## src/rtl/uart_pkg.sv

```systemverilog
// rtl/uart_pkg.sv - shared types and register map for the UART peripheral
package uart_pkg;

    typedef enum logic [1:0] {
        TX_IDLE  = 2'd0,
        TX_START = 2'd1,
        TX_DATA  = 2'd2,
        TX_STOP  = 2'd3
    } tx_state_t;

    typedef enum logic [1:0] {
        RX_IDLE  = 2'd0,
        RX_START = 2'd1,
        RX_DATA  = 2'd2,
        RX_STOP  = 2'd3
    } rx_state_t;

    localparam logic REG_CTRL = 1'b0;
    localparam logic REG_DATA = 1'b1;

    localparam int CTRL_SEND   = 0;
    localparam int CTRL_NEW_RX = 1;

endpackage

```

## src/rtl/uart_rx_core.sv

```systemverilog
// rtl/uart_rx_core.sv - 8N1 receiver: synchroniser, RX FSM, one-cycle valid pulse
module uart_rx_core
    import uart_pkg::*;
#(
    parameter int BAUD_DIV = 10417
) (
    input  logic       clk_i,
    input  logic       reset_i,
    input  logic       rx_i,
    output logic [7:0] rx_byte_o,
    output logic       rx_valid_o
);

    localparam int CNT_W = $clog2(BAUD_DIV);
    localparam logic [CNT_W-1:0] BIT_LAST  = CNT_W'(BAUD_DIV - 1);
    localparam logic [CNT_W-1:0] HALF_LAST = CNT_W'(BAUD_DIV / 2 - 1);

    logic             sync1_q, sync2_q, prev_q;
    rx_state_t        state_q, state_d;
    logic [CNT_W-1:0] cnt_q, cnt_d;
    logic [2:0]       bit_q, bit_d;
    logic [7:0]       shift_q, shift_d;
    logic             valid_q, valid_d;

    always_comb begin
        state_d = state_q;
        cnt_d   = cnt_q;
        bit_d   = bit_q;
        shift_d = shift_q;
        valid_d = 1'b0;
        case (state_q)
            RX_IDLE: begin
                cnt_d = '0;
                bit_d = '0;
                if (prev_q && !sync2_q) begin
                    state_d = RX_START;
                end
            end
            RX_START: begin
                // A line that is high again at mid-start was a glitch, not a frame.
                if (cnt_q == HALF_LAST) begin
                    cnt_d   = '0;
                    state_d = sync2_q ? RX_IDLE : RX_DATA;
                end else begin
                    cnt_d = cnt_q + 1'b1;
                end
            end
            RX_DATA: begin
                if (cnt_q == BIT_LAST) begin
                    cnt_d   = '0;
                    shift_d = {sync2_q, shift_q[7:1]};
                    bit_d   = bit_q + 3'd1;
                    if (bit_q == 3'd7) begin
                        state_d = RX_STOP;
                    end
                end else begin
                    cnt_d = cnt_q + 1'b1;
                end
            end
            RX_STOP: begin
                if (cnt_q == BIT_LAST) begin
                    cnt_d   = '0;
                    state_d = RX_IDLE;
                    valid_d = sync2_q;
                end else begin
                    cnt_d = cnt_q + 1'b1;
                end
            end
            default: state_d = RX_IDLE;
        endcase
    end

    always_ff @(posedge clk_i) begin
        if (reset_i) begin
            sync1_q <= 1'b1;
            sync2_q <= 1'b1;
            prev_q  <= 1'b1;
            state_q <= RX_IDLE;
            cnt_q   <= '0;
            bit_q   <= '0;
            shift_q <= '0;
            valid_q <= 1'b0;
        end else begin
            sync1_q <= rx_i;
            sync2_q <= sync1_q;
            prev_q  <= sync2_q;
            state_q <= state_d;
            cnt_q   <= cnt_d;
            bit_q   <= bit_d;
            shift_q <= shift_d;
            valid_q <= valid_d;
        end
    end

    // shift_q is stable in RX_IDLE, so it is valid alongside the pulse.
    assign rx_byte_o  = shift_q;
    assign rx_valid_o = valid_q;

endmodule

```

## src/rtl/perif_uart.sv

```systemverilog
// rtl/perif_uart.sv - memory-mapped UART: control/data registers, TX FSM, RX core
module perif_uart
    import uart_pkg::*;
#(
    parameter int BAUD_DIV = 10417
) (
    input  logic        clk_i,
    input  logic        reset_i,
    input  logic        wr_i,
    input  logic        reg_sel_i,
    input  logic [31:0] entrada_i,
    output logic [31:0] salida_o,
    input  logic        rx_i,
    output logic        tx_o
);

    localparam int CNT_W = $clog2(BAUD_DIV);
    localparam logic [CNT_W-1:0] BIT_LAST = CNT_W'(BAUD_DIV - 1);

    tx_state_t        tx_state_q, tx_state_d;
    logic [CNT_W-1:0] tx_cnt_q, tx_cnt_d;
    logic [2:0]       tx_bit_q, tx_bit_d;
    logic [7:0]       tx_shift_q, tx_shift_d;
    logic             tx_q, tx_d;
    logic             send_q, send_d;
    logic             new_rx_q, new_rx_d;
    logic [7:0]       tx_data_q, tx_data_d;
    logic [7:0]       rx_data_q, rx_data_d;

    logic       rx_valid;
    logic [7:0] rx_byte;
    logic       ctrl_wr, data_wr;
    logic       unused_entrada;

    assign ctrl_wr        = wr_i && (reg_sel_i == REG_CTRL);
    assign data_wr        = wr_i && (reg_sel_i == REG_DATA);
    assign unused_entrada = ^entrada_i[31:8];

    uart_rx_core #(
        .BAUD_DIV(BAUD_DIV)
    ) u_rx (
        .clk_i     (clk_i),
        .reset_i   (reset_i),
        .rx_i      (rx_i),
        .rx_byte_o (rx_byte),
        .rx_valid_o(rx_valid)
    );

    always_comb begin
        tx_state_d = tx_state_q;
        tx_cnt_d   = tx_cnt_q;
        tx_bit_d   = tx_bit_q;
        tx_shift_d = tx_shift_q;
        tx_d       = tx_q;
        send_d     = send_q;
        new_rx_d   = new_rx_q;
        tx_data_d  = tx_data_q;
        rx_data_d  = rx_data_q;

        if (data_wr) begin
            tx_data_d = entrada_i[7:0];
        end

        // Hardware set of new_rx has priority over a software clear.
        if (rx_valid) begin
            new_rx_d  = 1'b1;
            rx_data_d = rx_byte;
        end else if (ctrl_wr && !entrada_i[CTRL_NEW_RX]) begin
            new_rx_d = 1'b0;
        end

        case (tx_state_q)
            TX_IDLE: begin
                tx_d     = 1'b1;
                tx_cnt_d = '0;
                tx_bit_d = '0;
                if (send_q) begin
                    tx_state_d = TX_START;
                    tx_shift_d = tx_data_q;
                    tx_d       = 1'b0;
                end else if (ctrl_wr && entrada_i[CTRL_SEND]) begin
                    send_d = 1'b1;
                end
            end
            TX_START: begin
                if (tx_cnt_q == BIT_LAST) begin
                    tx_cnt_d   = '0;
                    tx_state_d = TX_DATA;
                    tx_d       = tx_shift_q[0];
                end else begin
                    tx_cnt_d = tx_cnt_q + 1'b1;
                end
            end
            TX_DATA: begin
                if (tx_cnt_q == BIT_LAST) begin
                    tx_cnt_d = '0;
                    if (tx_bit_q == 3'd7) begin
                        tx_state_d = TX_STOP;
                        tx_d       = 1'b1;
                    end else begin
                        tx_shift_d = {1'b0, tx_shift_q[7:1]};
                        tx_d       = tx_shift_q[1];
                        tx_bit_d   = tx_bit_q + 3'd1;
                    end
                end else begin
                    tx_cnt_d = tx_cnt_q + 1'b1;
                end
            end
            TX_STOP: begin
                if (tx_cnt_q == BIT_LAST) begin
                    tx_cnt_d   = '0;
                    tx_state_d = TX_IDLE;
                    send_d     = 1'b0;
                end else begin
                    tx_cnt_d = tx_cnt_q + 1'b1;
                end
            end
            default: tx_state_d = TX_IDLE;
        endcase
    end

    always_ff @(posedge clk_i) begin
        if (reset_i) begin
            tx_state_q <= TX_IDLE;
            tx_cnt_q   <= '0;
            tx_bit_q   <= '0;
            tx_shift_q <= '0;
            tx_q       <= 1'b1;
            send_q     <= 1'b0;
            new_rx_q   <= 1'b0;
            tx_data_q  <= '0;
            rx_data_q  <= '0;
        end else begin
            tx_state_q <= tx_state_d;
            tx_cnt_q   <= tx_cnt_d;
            tx_bit_q   <= tx_bit_d;
            tx_shift_q <= tx_shift_d;
            tx_q       <= tx_d;
            send_q     <= send_d;
            new_rx_q   <= new_rx_d;
            tx_data_q  <= tx_data_d;
            rx_data_q  <= rx_data_d;
        end
    end

    always_comb begin
        salida_o = '0;
        if (reg_sel_i == REG_CTRL) begin
            salida_o[CTRL_SEND]   = send_q;
            salida_o[CTRL_NEW_RX] = new_rx_q;
        end else begin
            salida_o[7:0] = rx_data_q;
        end
    end

    assign tx_o = tx_q;

endmodule
```

## config.mk

```make
export PLATFORM = sky130hd
export DESIGN_NAME = perif_uart
export DESIGN_NICKNAME = d
export VERILOG_FILES = /design/src/rtl/uart_pkg.sv /design/src/rtl/uart_rx_core.sv /design/src/rtl/perif_uart.sv
export SDC_FILE = /design/constraint.sdc
export NUM_CORES = 1
export LEC_CHECK = 0
export CORE_MARGIN = 2
export CORE_UTILIZATION = 35
export DETAILED_ROUTE_END_ITERATION = 8
export GPL_ROUTABILITY_DRIVEN = 0
export PLACE_DENSITY_LB_ADDON = 0.15
export SETUP_SLACK_MARGIN = 0.1
export SYNTH_ARGS = -nofsm -noshare
export SYNTH_HDL_FRONTEND = slang
export SYNTH_HIERARCHICAL = 1
export SYNTH_SLANG_ARGS = --single-unit
```

## constraint.sdc

```tcl
create_clock -name clk_i -period 5.2 [get_ports clk_i]
set_input_delay 1.04 -clock clk_i [delete_from_list [all_inputs] [get_ports clk_i]]
set_output_delay 1.04 -clock clk_i [all_outputs]
set_load 0.05 [all_outputs]
```

==> results of run 1 <==
==> registers in the layout (all words and copies together) (netlist names), 2 cells and up, named ones only <==
name / flops
tx_shift_q: 8
u_rx/bit_q: 3
u_rx/cnt_q: 14
u_rx/rx_byte_o: 8
tx_data_q: 8
rx_data_q: 8
tx_cnt_q: 14
tx_bit_q: 3
tx_state_q: 2
==> metrics by stage <==
stage | utilization | cells
after floorplan | - | 478
after global routing | 0.395 | 607
after detailed placement | 0.378 | 591
final | 0.395 | 607
after CTS | 0.395 | 607
after global placement | 0.378 | 591
==> synthesized netlist by cell type, types with 2 or more instances <==
| library cell | instances | area [um2] |
|---|---|---|
| buf_4 | 24 | 180 |
| clkbuf_1 | 16 | 60.1 |
| nor4bb_1 | 2 | 20.0 |
| a32oi_1 | 2 | 17.5 |
| mux2_2 | 3 | 33.8 |
| nand2b_1 | 20 | 125 |
| nand3_1 | 38 | 190 |
| buf_2 | 5 | 25.0 |
| nor3_1 | 9 | 45.0 |
| or4_1 | 8 | 60.1 |
| ha_1 | 13 | 163 |
| or3_1 | 2 | 12.5 |
| a31oi_1 | 3 | 18.8 |
| or2_2 | 5 | 31.3 |
| xor2_1 | 8 | 70.1 |
| or4b_1 | 4 | 40.0 |
| o32a_1 | 7 | 70.1 |
| buf_1 | 3 | 11.3 |
| and2_1 | 6 | 37.5 |
| nand3b_1 | 2 | 15.0 |
| inv_1 | 13 | 48.8 |
| mux2i_1 | 26 | 260 |
| a21oi_1 | 14 | 70.1 |
| nor4_1 | 3 | 18.8 |
| xnor2_1 | 16 | 140 |
| o21ai_0 | 5 | 25.0 |
| nor2b_1 | 6 | 37.5 |
| nand4_1 | 7 | 43.8 |
| nand4b_1 | 2 | 17.5 |
| dfxtp_1 | 77 | 1540 |
| nand2_1 | 32 | 120 |
| nor2_1 | 56 | 210 |
==> logic make-up (layout without fill, tap and decap cells) <==
| family | after synthesis | count (layout) | synth area share |
|---|---|---|---|
| other cells | 1 | 24 | 0.000954 |
| simple gates | 212 | 212 | 0.289 |
| compound gates | 36 | 36 | 0.0608 |
| buf+inv | 63 | 52 | 0.0869 |
| mux | 29 | 29 | 0.0748 |
| xor+xnor | 24 | 24 | 0.0535 |
| flops | 77 | 77 | 0.392 |
| fa+ha+maj | 13 | 13 | 0.0414 |
==> final cells by class <==
class,count,area share
Multi-Input combinational cell,338,0.495
Timing Repair Buffer,23,0.0512
Inverter,13,0.0113
Clock inverter,3,0.0108
Tap cell,140,0.0407
Sequential cell,77,0.358
Clock buffer,13,0.0323
==> final timing paths <==
check             endpoint          start  slack, ns
min reg2reg   u_rx/sync2_q   u_rx/sync1_q       0.42
max            salida_o[1]      reg_sel_i       1.34
min           u_rx/sync2_q   u_rx/sync1_q       0.42
max reg2reg  tx_shift_q[4]  tx_state_q[0]       2.47
==> power by group <==
part	internal, mW	leakage, nW	switching [mW]
Clock	0.224	0.0878	0.213
Combinational	0.0821	0.763	0.188
Sequential	0.613	0.623	0.0223
Total	0.918	1.47	0.423
==> cells in the final DEF, fill, tap and decap left out, types with 14 or more instances in the layout <==
cell	count
clkdlybuf4s50_1	20
nor2_1	56
xnor2_1	16
nand3_1	38
nand2b_1	20
mux2i_1	26
conb_1	24
a21oi_1	14
nand2_1	32
dfxtp_1	77
==> routing by layer <==
metal,up-vias,wire (um)
met5,-,0
li1,1526,-
met1,1373,3670
met4,0,86
met2,32,3620
met3,8,238
==> worst max-delay path: cells and delay by family <==
kind                   cells  cell delay (ns)
multiplexers               1             0.39
buffers and inverters      2             1.38
==> qor.csv, run 1 <==
stage,metric,value,unit
yosys,Post-synth EDFFs,0,
global_route,gr usage total,0.135,
clock_tree,htree depth,3,
yosys,syn_area_per_cell,8.63,um2
global_route,antenna violations before repair,0,
clock_tree,CTS root buf,clkbuf_8,
placement,# port buffers,21,
clock_tree,Resize count post-CTS,0,
critical_path,"slowest stage cell, crit path",clkdlybuf4s50_1,
floorplanning,initial core utilization,0.361,
placement,post-DP HPWL,5190,um
timing,FMAX,259,MHz
clock_tree,post-CTS setup repair buffer count,0,
global_route,busiest grt layer,met2,
clock_tree,"Hold-fix buffers, CTS",0,
floorplanning,die width,110,um
status,status,completed,
clock_tree,worst-case clock buffer depth,2,
placement,worst slack at placement,1.32,ns
critical_path,crit path DAT,2.82,ns
critical_path,Setup crit end kind,output pin,
timing,final-report hold violation count,0,
clock_tree,CTS tree,built,
floorplanning,die area,12100,um2
timing,"Period Utilization, post-route",0.742,
critical_path,crit-path max cell delay,0.71,ns
floorplanning,CORE AREA,10900,um2
drt,Post-route DRC,0,
yosys,yosys warns,6,
clock_tree,worst skew pair latency,0.34,ns
global_route,vias in the first global route,2701,
timing,Finish-stage setup viols,0,
placement,Post-DP Area,4120,um2
timing,clk_skew,0.00979,ns
timing,final worst setup slack,1.34,ns
clock_tree,"Reg clk slew, reported paths",0.08,ns
global_route,M2 GR Usage,0.223,
timing,max-slew violations,0,
floorplanning,Cell Rows,38,
timing,fin crit period,3.86,ns
critical_path,crit-path most repeated cell,clkdlybuf4s50_1,
finish,P&R area growth vs syn,9.52,%
drt,DRT iter0 DRCs,80,
clock_tree,Num CTS Buffers,9,
drt,Via Count,2939,
global_route,largest net degree at the start of global routing,61,
yosys,Unique masters post-synth,50,
critical_path,WP data required,4.16,ns
finish,Post-Layout Inst Area,4300,um2
yosys,prevailing post-synth register cell,dfxtp_1,
yosys,post-synthesis sequential area ratio,0.392,
critical_path,startpoint type of the worst setup path,input port,
timing,Setup TNS,0,ns
power_and_ir_drop,power after layout,1.34,mW
timing,Worst-Margin Slew,1.22,ns
critical_path,CP max FO,9,
floorplanning,Die H,110,um
power_and_ir_drop,PD cells,312,nW/um2
yosys,Synth async-reset ratio,0,
yosys,Mapped Area,3930,um2
yosys,Post-Syn Instances,455,
finish,layout cell share with drive strength beyond 1,0.0621,
floorplanning,# IOs,70,
drt,TritonRoute pass-1 iters,5,
worst_hold_path,Hold WC Path Type,flip-flop to flip-flop,
global_route,M1 GR Usage,0.173,
drt,WL final,7610,um
timing,RSZ-0062 raised after global routing,no,
run,max cap viols,0,
drt,DR WL/cell,12.5,um
power_and_ir_drop,Pleak,1.47,nW
critical_path,CP Cell Sequence,clkdlybuf4s50_1 -> mux2_2 -> clkdlybuf4s50_1,
finish,Multi-input gate area,2130,um2
global_route,total congestion overflow,0,
clock_tree,Sink Count,77,
critical_path,worst r2r path cells,6,
finish,Filler cells,1137,
finish,Seq. cell area,1540,um2
global_route,first-pass GRT wire length,13000,um
finish,Ant. Diodes,0,
drt,via/cell ratio,4.84,
timing,hold_ws,0.416,ns
worst_hold_path,Hold Path Depth,1,
global_route,met3 Use GR,0.0338,
power_and_ir_drop,VDD IR max,158,uV
yosys,"flops & latches, synth",77,
timing,Max-slew headroom,0.185,
finish,layout net count,512,
critical_path,critical path type,input port to output pin,
drt,Routed Antenna Nets,0,
No activity file was read; power rests on OpenSTA's default activity.
==> run 2, diff against run 1 <==
- clock period: 5.2 -> 3.6 ns (I/O delays scaled with it)
==> qor.csv, run 2 (synthesis results as in run 1) <==
stage,metric,value,unit,change
floorplanning,CORE AREA,10900,um2,unchanged
worst_hold_path,hold endpoint,u_rx/sync2_q,,unchanged
floorplanning,# IOs,70,,unchanged
clock_tree,CTS root buf,clkbuf_8,,unchanged
worst_hold_path,min-delay src,u_rx/sync1_q,,unchanged
timing,FMAX,370,MHz,
clock_tree,Sink Count,77,,unchanged
floorplanning,Cell Rows,38,,unchanged
drt,via/cell ratio,4.81,,was 4.84
timing,clk_skew,0.00678,ns,was 0.00979 ns
status,status,completed,,unchanged
critical_path,capturing point of the worst reg2reg path,tx_shift_q[6],,was tx_shift_q[4]
finish,Seq. cell area,1540,um2,unchanged
clock_tree,"Reg clk slew, reported paths",0.08,ns,about the same
global_route,total congestion overflow,0,,unchanged
worst_hold_path,Hold WC Path Type,flip-flop to flip-flop,,unchanged
timing,RSZ-0062 raised after global routing,no,,unchanged
finish,Multi-input gate area,2130,um2,unchanged
power_and_ir_drop,Pleak,1.54,nW,was 1.47 nW
drt,Via Count,2937,,was 2939
global_route,first-pass GRT wire length,13200,um,was 13000 um
timing,final-report hold violation count,0,,unchanged
timing,Worst-Margin Slew,0.719,ns,was 1.22 ns
run,max cap viols,0,,unchanged
timing,"Period Utilization, post-route",0.751,,
finish,layout net count,515,,was 512
timing,hold_ws,0.413,ns,was 0.416 ns
timing,fin crit period,2.70,ns,
drt,DRT iter0 DRCs,86,,was 80
placement,post-DP HPWL,5190,um,about the same
critical_path,worst r2r path cells,4,,was 6
critical_path,Setup crit end kind,output pin,,unchanged
global_route,largest net degree at the start of global routing,42,,was 61
floorplanning,die area,12100,um2,unchanged
power_and_ir_drop,PD cells,487,nW/um2,was 312 nW/um2
critical_path,R2R Path Start,tx_cnt_q[2],,was tx_state_q[0]
clock_tree,CTS tree,built,,unchanged
drt,TritonRoute pass-1 iters,5,,unchanged
timing,Finish-stage setup viols,0,,unchanged
timing,max-slew violations,0,,unchanged
drt,Post-route DRC,0,,unchanged
finish,"most common cell after layout, fill and taps aside",dfxtp_1,,unchanged
drt,WL final,7730,um,was 7610 um
placement,# port buffers,21,,unchanged
clock_tree,htree depth,3,,unchanged
floorplanning,Die H,110,um,unchanged
finish,layout cell share with drive strength beyond 1,0.0936,,was 0.0621
clock_tree,Num CTS Buffers,9,,unchanged
timing,Setup TNS,0,ns,unchanged
global_route,antenna violations before repair,0,,unchanged
clock_tree,worst-case clock buffer depth,2,,unchanged
finish,Filler cells,1090,,was 1137
clock_tree,"Hold-fix buffers, CTS",0,,unchanged
timing,Max-slew headroom,0.521,,was 0.185
critical_path,crit path DAT,1.98,ns,was 2.82 ns
finish,Ant. Diodes,0,,unchanged
floorplanning,initial core utilization,0.361,,unchanged
drt,DR WL/cell,12.7,um,was 12.5 um
clock_tree,post-CTS setup repair buffer count,0,,unchanged
floorplanning,die width,110,um,unchanged
critical_path,CP max FO,9,,unchanged
global_route,gr usage total,0.140,,was 0.135
finish,largest registers,"tx_cnt_q (14), u_rx/cnt_q (14)",,unchanged
power_and_ir_drop,VDD IR max,243,uV,was 158 uV
drt,Routed Antenna Nets,0,,unchanged
critical_path,R2R setup slack,1.08,ns,was 2.47 ns
global_route,vias in the first global route,2761,,was 2701
finish,most frequent cells in the layout,"dfxtp_1 (77), nor2_1 (56), nand3_1 (38)",,unchanged
finish,P&R area growth vs syn,11.3,%,was 9.52%
critical_path,WP data required,2.88,ns,was 4.16 ns
clock_tree,Resize count post-CTS,0,,unchanged
critical_path,critical path type,input port to output pin,,unchanged
critical_path,startpoint type of the worst setup path,input port,,unchanged
worst_hold_path,Hold Path Depth,1,,unchanged
clock_tree,worst skew pair latency,0.35,ns,was 0.34 ns
[run 2: how the worst max path moves through the flow]
stage                    from          end  slack, ns  cells past startpoint
finish              reg_sel_i  salida_o[0]       0.90                      3
global route        reg_sel_i  salida_o[1]       0.83                      3
CTS                 reg_sel_i  salida_o[0]       0.85                      3
detailed placement  reg_sel_i  salida_o[0]       0.85                      3
global placement    reg_sel_i  salida_o[0]       0.86                      3
floorplan           reg_sel_i  salida_o[2]       1.19                      3
[run 2: per-layer routing]
layer  track usage  part of all wire
met5             0                 0
met4        0.0488             0.013
met3        0.0462             0.039
met2         0.223              0.47
met1         0.175              0.48
[run 2: layout make-up]
class / instances / share of cell area
Multi-Input combinational cell: 338 / 0.487
Sequential cell: 77 / 0.352
Tap cell: 140 / 0.0400
Timing Repair Buffer: 26 / 0.0509
Clock inverter: 6 / 0.0266
Inverter: 13 / 0.0112
Clock buffer: 10 / 0.0315
[run 2: per-stage QoR]
stage               cell area (um2)  std cells   util  worst slack (ns)  total power, mW
floorplan                      4020        478      -              1.19             1.26
global route                   4370        610  0.402             0.832             2.24
global placement               4120        594  0.378             0.859             1.33
detailed placement             4120        594  0.378             0.853             1.33
CTS                            4370        610  0.402             0.850             2.16
finish                         4370        610  0.402             0.895             2.13
[run 2: critical path: stages]
cell	delay, ns
clkdlybuf4s50_1	0.67
mux2_2	0.39
buf_4	0.19
[run 2: report_power, final]
part	switching, mW	internal (mW)
Sequential	0.0326	0.885
Clock	0.335	0.486
Combinational	0.271	0.121
Total	0.639	1.49
